**config.mk**
```make
export PLATFORM = sky130hd
export DESIGN_NAME = cpu_axi_bridge
export DESIGN_NICKNAME = d
export VERILOG_FILES = /design/src/rtl/cpu_axi_bridge.sv
export SDC_FILE = /design/constraint.sdc
export NUM_CORES = 1
export LEC_CHECK = 0
export BUFFER_PORTS_ARGS = -buffer_cell sky130_fd_sc_hd__buf_2
export CAP_MARGIN = 20
export CORE_MARGIN = 2
export CORE_UTILIZATION = 35
export DETAILED_ROUTE_END_ITERATION = 6
export GPL_TIMING_DRIVEN = 0
export SYNTH_ARGS = -nofsm -noshare
export SYNTH_HDL_FRONTEND = slang
export SYNTH_SLANG_ARGS = --single-unit
```
**constraint.sdc**
```tcl
create_clock -name clk -period 3.85 [get_ports clk]
set_clock_uncertainty 0.05 [all_clocks]
set_input_delay 0.1925 -clock clk [delete_from_list [all_inputs] [get_ports clk]]
set_output_delay 0.1925 -clock clk [all_outputs]
set_load 0.01 [all_outputs]
```
**src/rtl/cpu_axi_bridge.sv**
```systemverilog
// Bridges the CPU fetch and data sram-like ports onto a single AXI3 master.
// One read FSM (AR/R) and one write FSM (AW/W/B); data side has priority.
module cpu_axi_bridge #(
    parameter logic [3:0] INST_ID = 4'd0,
    parameter logic [3:0] DATA_ID = 4'd1
) (
    input  logic        clk,
    input  logic        resetn,
    input  logic        inst_req,
    input  logic [1:0]  inst_size,
    input  logic [31:0] inst_addr,
    output logic        inst_addr_ok,
    output logic        inst_data_ok,
    output logic [31:0] inst_rdata,
    input  logic        data_req,
    input  logic        data_wr,
    input  logic [1:0]  data_size,
    input  logic [31:0] data_addr,
    input  logic [3:0]  data_wstrb,
    input  logic [31:0] data_wdata,
    output logic        data_addr_ok,
    output logic        data_data_ok,
    output logic [31:0] data_rdata,
    output logic [3:0]  arid,
    output logic [31:0] araddr,
    output logic [2:0]  arsize,
    output logic        arvalid,
    input  logic        arready,
    input  logic [3:0]  rid,
    input  logic [31:0] rdata,
    input  logic        rvalid,
    output logic        rready,
    output logic [3:0]  awid,
    output logic [31:0] awaddr,
    output logic [2:0]  awsize,
    output logic        awvalid,
    input  logic        awready,
    output logic [3:0]  wid,
    output logic [31:0] wdata,
    output logic [3:0]  wstrb,
    output logic        wvalid,
    input  logic        wready,
    input  logic        bvalid,
    output logic        bready
);

    typedef enum logic [1:0] {R_IDLE, R_AR, R_DATA} r_state_e;
    typedef enum logic [1:0] {W_IDLE, W_REQ, W_RESP} w_state_e;

    r_state_e    r_state_q, r_state_d;
    logic [31:0] ar_addr_q, ar_addr_d;
    logic [2:0]  ar_size_q, ar_size_d;
    logic [3:0]  ar_id_q, ar_id_d;
    logic        rd_owner_q, rd_owner_d;
    logic [31:0] inst_rdata_q, inst_rdata_d;
    logic [31:0] data_rdata_q, data_rdata_d;
    logic        inst_ok_q, inst_ok_d;
    logic        data_rd_ok_q, data_rd_ok_d;

    w_state_e    w_state_q, w_state_d;
    logic [31:0] aw_addr_q, aw_addr_d;
    logic [2:0]  aw_size_q, aw_size_d;
    logic [31:0] wdata_q, wdata_d;
    logic [3:0]  wstrb_q, wstrb_d;
    logic        aw_done_q, aw_done_d;
    logic        w_done_q, w_done_d;
    logic        data_wr_ok_q, data_wr_ok_d;

    logic r_idle, w_idle, data_rd_acc, data_wr_acc, inst_acc;
    logic aw_hs, w_hs;
    logic unused_rid;

    // Data accesses need both FSMs idle so reads and writes never reorder.
    assign r_idle      = (r_state_q == R_IDLE);
    assign w_idle      = (w_state_q == W_IDLE);
    assign data_rd_acc = resetn & data_req & ~data_wr & r_idle & w_idle;
    assign data_wr_acc = resetn & data_req &  data_wr & r_idle & w_idle;
    assign inst_acc    = resetn & inst_req & r_idle & ~data_rd_acc;

    assign inst_addr_ok = inst_acc;
    assign data_addr_ok = data_rd_acc | data_wr_acc;

    assign arvalid = (r_state_q == R_AR);
    assign rready  = (r_state_q == R_DATA);
    assign arid    = ar_id_q;
    assign araddr  = ar_addr_q;
    assign arsize  = ar_size_q;

    assign awvalid = (w_state_q == W_REQ) & ~aw_done_q;
    assign wvalid  = (w_state_q == W_REQ) & ~w_done_q;
    assign bready  = (w_state_q == W_RESP);
    assign awid    = DATA_ID;
    assign wid     = DATA_ID;
    assign awaddr  = aw_addr_q;
    assign awsize  = aw_size_q;
    assign wdata   = wdata_q;
    assign wstrb   = wstrb_q;
    assign aw_hs   = awvalid & awready;
    assign w_hs    = wvalid & wready;

    assign inst_data_ok = inst_ok_q;
    assign inst_rdata   = inst_rdata_q;
    assign data_data_ok = data_rd_ok_q | data_wr_ok_q;
    assign data_rdata   = data_rdata_q;

    // Read data is routed by the registered owner bit, not by rid.
    assign unused_rid = ^rid;

    always_comb begin
        r_state_d    = r_state_q;
        ar_addr_d    = ar_addr_q;
        ar_size_d    = ar_size_q;
        ar_id_d      = ar_id_q;
        rd_owner_d   = rd_owner_q;
        inst_rdata_d = inst_rdata_q;
        data_rdata_d = data_rdata_q;
        inst_ok_d    = 1'b0;
        data_rd_ok_d = 1'b0;
        case (r_state_q)
            R_IDLE: begin
                if (data_rd_acc) begin
                    r_state_d  = R_AR;
                    ar_addr_d  = data_addr;
                    ar_size_d  = {1'b0, data_size};
                    ar_id_d    = DATA_ID;
                    rd_owner_d = 1'b1;
                end else if (inst_acc) begin
                    r_state_d  = R_AR;
                    ar_addr_d  = inst_addr;
                    ar_size_d  = {1'b0, inst_size};
                    ar_id_d    = INST_ID;
                    rd_owner_d = 1'b0;
                end
            end
            R_AR: begin
                if (arready) r_state_d = R_DATA;
            end
            R_DATA: begin
                if (rvalid) begin
                    r_state_d = R_IDLE;
                    if (rd_owner_q) begin
                        data_rdata_d = rdata;
                        data_rd_ok_d = 1'b1;
                    end else begin
                        inst_rdata_d = rdata;
                        inst_ok_d    = 1'b1;
                    end
                end
            end
            default: r_state_d = R_IDLE;
        endcase
    end

    // AW and W complete independently; B is only accepted after both.
    always_comb begin
        w_state_d    = w_state_q;
        aw_addr_d    = aw_addr_q;
        aw_size_d    = aw_size_q;
        wdata_d      = wdata_q;
        wstrb_d      = wstrb_q;
        aw_done_d    = aw_done_q;
        w_done_d     = w_done_q;
        data_wr_ok_d = 1'b0;
        case (w_state_q)
            W_IDLE: begin
                if (data_wr_acc) begin
                    w_state_d = W_REQ;
                    aw_addr_d = data_addr;
                    aw_size_d = {1'b0, data_size};
                    wdata_d   = data_wdata;
                    wstrb_d   = data_wstrb;
                    aw_done_d = 1'b0;
                    w_done_d  = 1'b0;
                end
            end
            W_REQ: begin
                if ((aw_done_q | aw_hs) && (w_done_q | w_hs)) begin
                    w_state_d = W_RESP;
                    aw_done_d = 1'b0;
                    w_done_d  = 1'b0;
                end else begin
                    aw_done_d = aw_done_q | aw_hs;
                    w_done_d  = w_done_q | w_hs;
                end
            end
            W_RESP: begin
                if (bvalid) begin
                    w_state_d    = W_IDLE;
                    data_wr_ok_d = 1'b1;
                end
            end
            default: w_state_d = W_IDLE;
        endcase
    end

    always_ff @(posedge clk) begin
        if (!resetn) begin
            r_state_q    <= R_IDLE;
            ar_addr_q    <= '0;
            ar_size_q    <= '0;
            ar_id_q      <= '0;
            rd_owner_q   <= 1'b0;
            inst_rdata_q <= '0;
            data_rdata_q <= '0;
            inst_ok_q    <= 1'b0;
            data_rd_ok_q <= 1'b0;
            w_state_q    <= W_IDLE;
            aw_addr_q    <= '0;
            aw_size_q    <= '0;
            wdata_q      <= '0;
            wstrb_q      <= '0;
            aw_done_q    <= 1'b0;
            w_done_q     <= 1'b0;
            data_wr_ok_q <= 1'b0;
        end else begin
            r_state_q    <= r_state_d;
            ar_addr_q    <= ar_addr_d;
            ar_size_q    <= ar_size_d;
            ar_id_q      <= ar_id_d;
            rd_owner_q   <= rd_owner_d;
            inst_rdata_q <= inst_rdata_d;
            data_rdata_q <= data_rdata_d;
            inst_ok_q    <= inst_ok_d;
            data_rd_ok_q <= data_rd_ok_d;
            w_state_q    <= w_state_d;
            aw_addr_q    <= aw_addr_d;
            aw_size_q    <= aw_size_d;
            wdata_q      <= wdata_d;
            wstrb_q      <= wstrb_d;
            aw_done_q    <= aw_done_d;
            w_done_q     <= w_done_d;
            data_wr_ok_q <= data_wr_ok_d;
        end
    end

endmodule

```
# After elaboration in Yosys (flattened, before gate mapping)
# Cells that the tools add are included.
# classes
mux,25
n_bitwise,23
reduce_logical,14
eq_ne,10
# op_table
op,n
32-bit 2-to-1 mux,2
3-bit AND reduction,5
1-bit AND,14
2-bit 2-to-1 mux,7
2-bit one-hot mux with 3 select lines,2
1-bit 2-to-1 mux,8
4-bit 2-to-1 mux,2
2-bit AND reduction,4
3-bit 2-to-1 mux,2
"2-bit by 1-bit != test with 1-bit output, second input constant",3
1-bit inverter,5
"2-bit by 1-bit == test with 1-bit output, second input constant",2
"2-bit == test, second input constant",2
2-bit zero test,2
"2-bit != test, second input constant",2
1-bit OR,4
1-bit one-hot mux with 2 select lines,2
2-bit nonzero test,2
"3-bit by 2-bit != test with 1-bit output, second input constant",1
1-bit logical AND,1
# word_totals
output_inout_bits,191
reg_bits,183

# Logic depth before layout (Yosys ltp)
# Gate-level depths: netlist of the first run.
# depth
depth_word,9
depth_mapped,6

# Least setup slack after synthesis of the first run
# OpenSTA, ideal clock, no wires.
# synth_path
path_type,register to register
startpoint,register w_state_q[1]
endpoint,register ar_addr_q[10] (netlist: araddr[10])
synth_period_minus_slack_ns,1.703
n_path_buf,3
arrival_ns,1.579
setup_slack_ns,2.147
path_stages_with_launch,7
cell_sequence,dfxtp_1 -> or4b_1 -> buf_2 -> or2_1 -> buf_6 -> buf_6 -> a31oi_2
# synth_between
elab_chain_len,6
elab_cells_between_ends,7
classes_between,mux: 1; bitwise: 3; reduce/logical: 3
# synth_lines
element,line_no,source
"start, declared",60,"w_state_e w_state_q, w_state_d;"
"start signal, assigned",225,w_state_q <= w_state_d;
2-bit zero test *,75,assign w_idle = (w_state_q == W_IDLE);
1-bit AND *,76,assign data_rd_acc = resetn & data_req & ~data_wr & r_idle & w_idle;
1-bit inverter,78,assign inst_acc = resetn & inst_req & r_idle & ~data_rd_acc;
1-bit AND,78,
2-bit nonzero test (no line),-,
2-bit AND reduction (no line),-,
"end signal, assigned",217,ar_addr_q <= ar_addr_d;
"end, declared",51,"logic [31:0] ar_addr_q, ar_addr_d;"
# Every way passes the cells marked *; elsewhere a longest branch is shown, timed or not.
# A chain may end at the register's enable or synchronous reset.

# Worst setup path in the final report of the first run
# layout_path
startpoint,register r_state_q[0]
endpoint,output data_addr_ok
# layout_between
elab_chain_len,4
elab_cells_between_ends,6
classes_between,bitwise: 5; reduce/logical: 1
# layout_lines
element,line_no,source
"start, declared",50,"r_state_e r_state_q, r_state_d;"
"start signal, assigned",216,r_state_q <= r_state_d;
2-bit zero test *,74,assign r_idle = (r_state_q == R_IDLE);
"1-bit AND, on equally long branches (2 in series)","76, 77",
1-bit OR *,81,assign data_addr_ok = data_rd_acc | data_wr_acc;
"end, declared",21,"output logic data_addr_ok,"
# Marked as above.

==> results.yml, run 1 <==
status:
  status: "completed"
setup_path:
  cp_data_required_time_ns: 3.61
  worst_setup_path_end_kind: "output pin"
  worst_ep_arrival_time_ns: 2.26
  path_max_fanout: 10
  crit_type: "flip-flop to output pin"
  reg2reg_from: "r_state_q[0]"
  ff2ff_setup_slack_ns: 1.63
  r2r_end: "araddr[23]"
  start_kind: "flip-flop"
  reg2reg_depth: 6
route:
  routedWlPerCell_um: 16.5
  first_pass_iters: 5
  ant_nets: 0
  vias_per_cell: 4.88
  drt-total-wl_um: 27100
  vias: 8005
  drc: 0
  drt_iter0_drc: 328
final_layout:
  final_nets: 1501
  drive_above_1_share_pct: 30.1
  finalInstanceArea_um2: 11400
  syn_to_final_growth_pct: 53.0
die:
  dieArea_um2: 22500
  start_util_pct: 35.6
  fp-row-count: 53
  die_w_um: 150
  die_h_um: 150
  num_io_pins: 341
  core-area_um2: 21000
clock_network:
  cts_buffers: 17
  cts_tree: "yes"
  cts_resized: 0
  clk_pin_slew_ns: 0.07
  cts_root_buf: "clkbuf_16"
  clock_path_buffers: 2
  htree_levels: 4
  clock_latency_ns: 0.43
  clkSinkCount: 178
global_route:
  gr-usage-all-layers_pct: 23.6
  antenna_found_initial: 3
  grt_start_max_net_pins: 18
  overflow: 0
  grt_pass1_wl_um: 41500
  grt_pass1_vias: 7786
timing:
  tightest_slew_ns: 0.827
  drv_slew: 0
  period_minus_slack_ns: 2.50
  rsz0062_at_grt: "false"
  setup_viol: 0
  post-route-period-util_pct: 64.9
  setup_tns_ns: 0
  fmax_mhz: 400
  slew_headroom_pct: 44.9
  finalHoldViolCount: 0
power_and_ir_drop:
  p_leak_nw: 4.79
  peakVddDrop_mv: 0.280
  power_density_nw_per_um2: 390
logic_synthesis:
  yosysTopAreaCell: "dfxtp_1"
  async_reset_ff_share_pct: 0
  synth_top_family_by_area: "compound AO/OA/AOI/OAI gates"
  synth_xor_area_share_pct: 0
  netlist-cell-type-count: 37
  synth_simple_gate_area_share_pct: 17.9
  synth_ff_type: "dfxtp_1"
  synthAdderAreaFrac_pct: 0
  avgSynthCellArea_um2: 8.61
  synth_area_um2: 7470
  synth-compound-area-share_pct: 28.0
  synth.mux.area_fraction_pct: 0
  synth_seq_cells: 178
  synthTopCellsByCount: "nand2_1 (198), dfxtp_1 (178), a21boi_0 (102), clkbuf_1 (75)"
  synth_cells: 867
  synthTopCellsByArea: "dfxtp_1 (48%), a21boi_0 (10%), nand2_1 (10%)"
  synth_edf_count: 0
  ys_seq_area_share_pct: 47.7
  ys_warn_count: 0
  yosysMostFrequentCell: "nand2_1"
  synth_top_area_share_pct: 47.7
hold_path:
  min_from: "data_addr[8]"
  hold_depth: 3
  hold_path.class: "input pin to flip-flop"
  holdPathEnd: "awaddr[8]"
flow_run:
  drv_cap: 0
place:
  port_buffers: 323
  placed_area_um2: 9470
  place_hpwl_um: 19500
  place.gp.congestion: 0.791
[worst max-delay path by stage]
stage | end | depth (start not counted) | start
4_1_cts | data_addr_ok | 6 | r_state_q[0]
5_1_grt | data_addr_ok | 6 | r_state_q[0]
2_1_floorplan | araddr[10] | 6 | w_state_q[1]
3_5_place_dp | data_addr_ok | 8 | resetn
6_report | data_addr_ok | 6 | r_state_q[0]
3_3_place_gp | data_addr_ok | 8 | resetn
[cells by family after synthesis]
family | after synthesis
DFF | 178
buffers and inverters | 102
and+or+nand+nor | 303
other | 2
AOI/OAI and AO/OA | 282
[flip-flops by register name (all words and copies together), names as in the netlist]
signal and flops:
arsize 2, w_done_q 1, data_wr_ok_q 1, r_state_q 2
wdata 32, inst_data_ok 1, w_state_q 2, awaddr 32
data_rd_ok_q 1, aw_done_q 1, arid 1, data_rdata 32
wstrb 4, awsize 2, araddr 32, inst_rdata 32
[layout by cell type (no fill, tap or decap), types with 4 or more instances in the layout]
master	netlist	layout
a21boi_1	35	35
nor2b_1	7	7
nor2_1	8	8
buf_6	4	4
clkbuf_16	0	17
buf_2	6	329
clkbuf_1	75	75
conb_1	2	13
a21boi_0	102	102
nand3_1	70	70
buf_4	14	14
o31ai_1	34	34
o21ai_0	70	70
dlygate4sd3_1	0	131
nand2_1	198	198
a31oi_2	30	30
a31oi_1	4	4
dfxtp_1	178	178
[metal layers]
metal | vias up | wire [um] | GRT usage [%]
met3 | 38 | 2080 | 6.46
met5 | - | 0 | 0
met4 | 0 | 670 | 8.44
li1 | 3953 | - | -
met1 | 3699 | 11400 | 28.5
met2 | 315 | 12900 | 40.0
[worst max-delay path: stages, from the launching register on]
cell	delay [ns]
dfxtp_1	0.40
nor3b_1	0.22
clkbuf_1	0.47
clkbuf_1	0.40
nand2_1	0.09
nor2_1	0.09
buf_2	0.16
[cell type report]
type,count,area (um^2)
fill,1977,9530
sequential,178,3560
clock buffer,18,439
clock inverter,14,198
multi-input combinational,598,3470
timing repair buffer,454,2930
tap,275,344
buffer,101,469
inverter,1,3.75
antenna,3,7.51
[per-stage QoR]
| step | util [%] | hold WS, ns | worst slack (ns) | std cells | total power [mW] |
|---|---|---|---|---|---|
| 6_report | 54.5 | 0.0189 | 1.35 | 1642 | 4.46 |
| 5_1_grt | 54.5 | 0.0129 | 1.10 | 1640 | 4.63 |
| 3_3_place_gp | 45.2 | 0.390 | 1.67 | 1476 | 2.51 |
| 4_1_cts | 54.5 | 0.00244 | 1.26 | 1639 | 4.50 |
| 2_1_floorplan | - | 0.277 | 2.15 | 878 | 2.26 |
| 3_5_place_dp | 45.2 | 0.393 | 1.64 | 1476 | 2.51 |
[power by group]
group | leakage, nW | internal (mW) | switching, mW
Sequential | 1.44 | 1.90 | 0.0337
Combinational | 3.04 | 0.297 | 0.349
Clock | 0.302 | 1.06 | 0.817
[timing repair]
item	CTS	global route
hold endpoints to repair	162	0
hold buffers	131	0
buffers inserted	0	0
No activity file was read; power rests on OpenSTA's default activity.
==> inputs of run 2 (changes only) <==
Clock period 3.85 ns to 2.6 ns, I/O delays scaled along.
==> run 2 against run 1 <==
  * First-iteration DRC count is 8.5% lower
  * Utilization rose by 0.68 points
  * Global-route usage up 0.19 points
  * Combinational power rose by 51%
  * Sequential power is 48% higher
  * Total power increased by 49%
  * Largest power group unchanged
  * Non-clock buffer count is 14 higher
  * Highest routed layer unchanged
  * Clock power up 48%
  * Largest cell class unchanged
  * Via count grew 0.60%
  * Wire length grew 0.60%
  * Cell area rose by 1.2%
  * Count of clock-buffer cells in the layout is the same
==> results.yml, run 2 (synthesis gave the netlist of run 1 again) <==
power_and_ir_drop:
  power_density_nw_per_um2: 573
  peakVddDrop_mv: 0.415
  fin_total_pwr_mw: 6.63
  p_leak_nw: 4.86
timing:
  slew_headroom_pct: 45.7
  fmax_mhz: 423
  setup_tns_ns: 0
  holdWs_ns: 0.0471
  drv_slew: 0
  setup_viol: 0
  rsz0062_at_grt: "false"
  finalHoldViolCount: 0
  period_minus_slack_ns: 2.37
  tightest_slew_ns: 0.815
  post-route-period-util_pct: 91.0
route:
  met1_length_um: 11500
  routedWlPerCell_um: 16.5
  wl_met3_um: 2040
  top_layer: "met4"
  vias_per_cell: 4.86
  vias: 8053
  wl_met2_um: 13000
  ant_nets: 0
  drc: 0
  drt_iter0_drc: 300
  drt-total-wl_um: 27300
  first_pass_iters: 5
global_route:
  grt_pass1_wl_um: 41800
  grt_pass1_vias: 7842
  gr-usage-all-layers_pct: 23.8
  antenna_found_initial: 3
  overflow: 0
  grt_start_max_net_pins: 18
final_layout:
  final_nets: 1515
  finalInstanceArea_um2: 11600
  syn_to_final_growth_pct: 54.9
  final_cell_mix: "buf_2 (329), nand2_1 (198), dfxtp_1 (178)"
  mostFrequentLayoutCell: "buf_2"
  final_core_utilization_pct: 55.2
  drive_above_1_share_pct: 29.9
setup_path:
  r2r_end: "araddr[3]"
  path_max_fanout: 10
  worst_setup_path_end_kind: "flip-flop"
  reg2reg_from: "r_state_q[0]"
  worst_ep_arrival_time_ns: 2.63
  cp_data_required_time_ns: 2.86
  reg2reg_depth: 6
  crit_type: "flip-flop to flip-flop"
  ff2ff_setup_slack_ns: 0.23
  start_kind: "flip-flop"
clock_network:
  clock_path_buffers: 2
  htree_levels: 4
  clkSinkCount: 178
  clock_latency_ns: 0.43
  postCtsSetupRepairBufs: 0
  cts_root_buf: "clkbuf_16"
  cts_buffers: 17
  cts_tree: "yes"
  clk_pin_slew_ns: 0.07
die:
  fp-row-count: 53
  num_io_pins: 341
  core-area_um2: 21000
  dieArea_um2: 22500
  die_h_um: 150
  start_util_pct: 35.6
  die_w_um: 150
hold_path:
  hold_path.class: "input pin to flip-flop"
  holdPathEnd: "w_state_q[0]"
  min_from: "data_wr"
  hold_depth: 3
status:
  status: "completed"
flow_run:
  drv_cap: 0
place:
  port_buffers: 323
  place.gp.congestion: 0.791
  placed_area_um2: 9470
  place_hpwl_um: 19500
-- run 2: final cells by class --
class                      instances  area (um^2)
sequential                       178         3560
timing repair buffer             468         3070
tap                              275          344
inverter                           1         3.75
buffer                           101          472
clock inverter                    14          198
clock buffer                      18          439
antenna                            3         7.51
fill                            1962         9390
multi-input combinational        598         3470
-- run 2: critical path, stage by stage, from the launching register on --
cell and delay [ns]:
dfxtp_1 0.40, or3b_1 0.40, clkbuf_1 0.25, clkbuf_2 0.28, o31ai_1 0.27, a31oi_1 0.06
dlygate4sd3_1 0.55
-- run 2: how the worst max path moves through the flow --
stage                  from  cells past startpoint  slack, ns      endpoint
3_3_place_gp   r_state_q[0]                      6       0.46    araddr[10]
3_5_place_dp   r_state_q[0]                      6       0.39    araddr[23]
6_report       r_state_q[0]                      6       0.23     araddr[3]
5_1_grt        r_state_q[0]                      6       0.06  inst_addr_ok
2_1_floorplan  w_state_q[1]                      6       0.90    araddr[10]
4_1_cts        r_state_q[0]                      6       0.08  data_addr_ok
-- run 2: per-stage QoR --
step,worst slack (ns),cells
2_1_floorplan,0.897,878
3_3_place_gp,0.462,1476
3_5_place_dp,0.394,1476
4_1_cts,0.0754,1653
5_1_grt,0.0553,1654
6_report,0.234,1656
-- run 2: what timing repair did --
item,4_1_cts,5_1_grt
hold endpoints to repair,173,0
endpoints found under the setup margin,0,5
hold buffers,145,0
gates resized for setup,0,4
-- run 2: routing by layer --
layer	vias to the layer above	track usage, %
met3	46	6.52
met1	3715	28.6
met5	-	0
met4	0	8.87
met2	312	40.3
li1	3980	-
-- run 2: power breakdown --
part / switching [mW] / internal, mW
registers: 0.0498 / 2.82
logic: 0.521 / 0.456
clock network: 1.21 / 1.58
total: 1.78 / 4.85
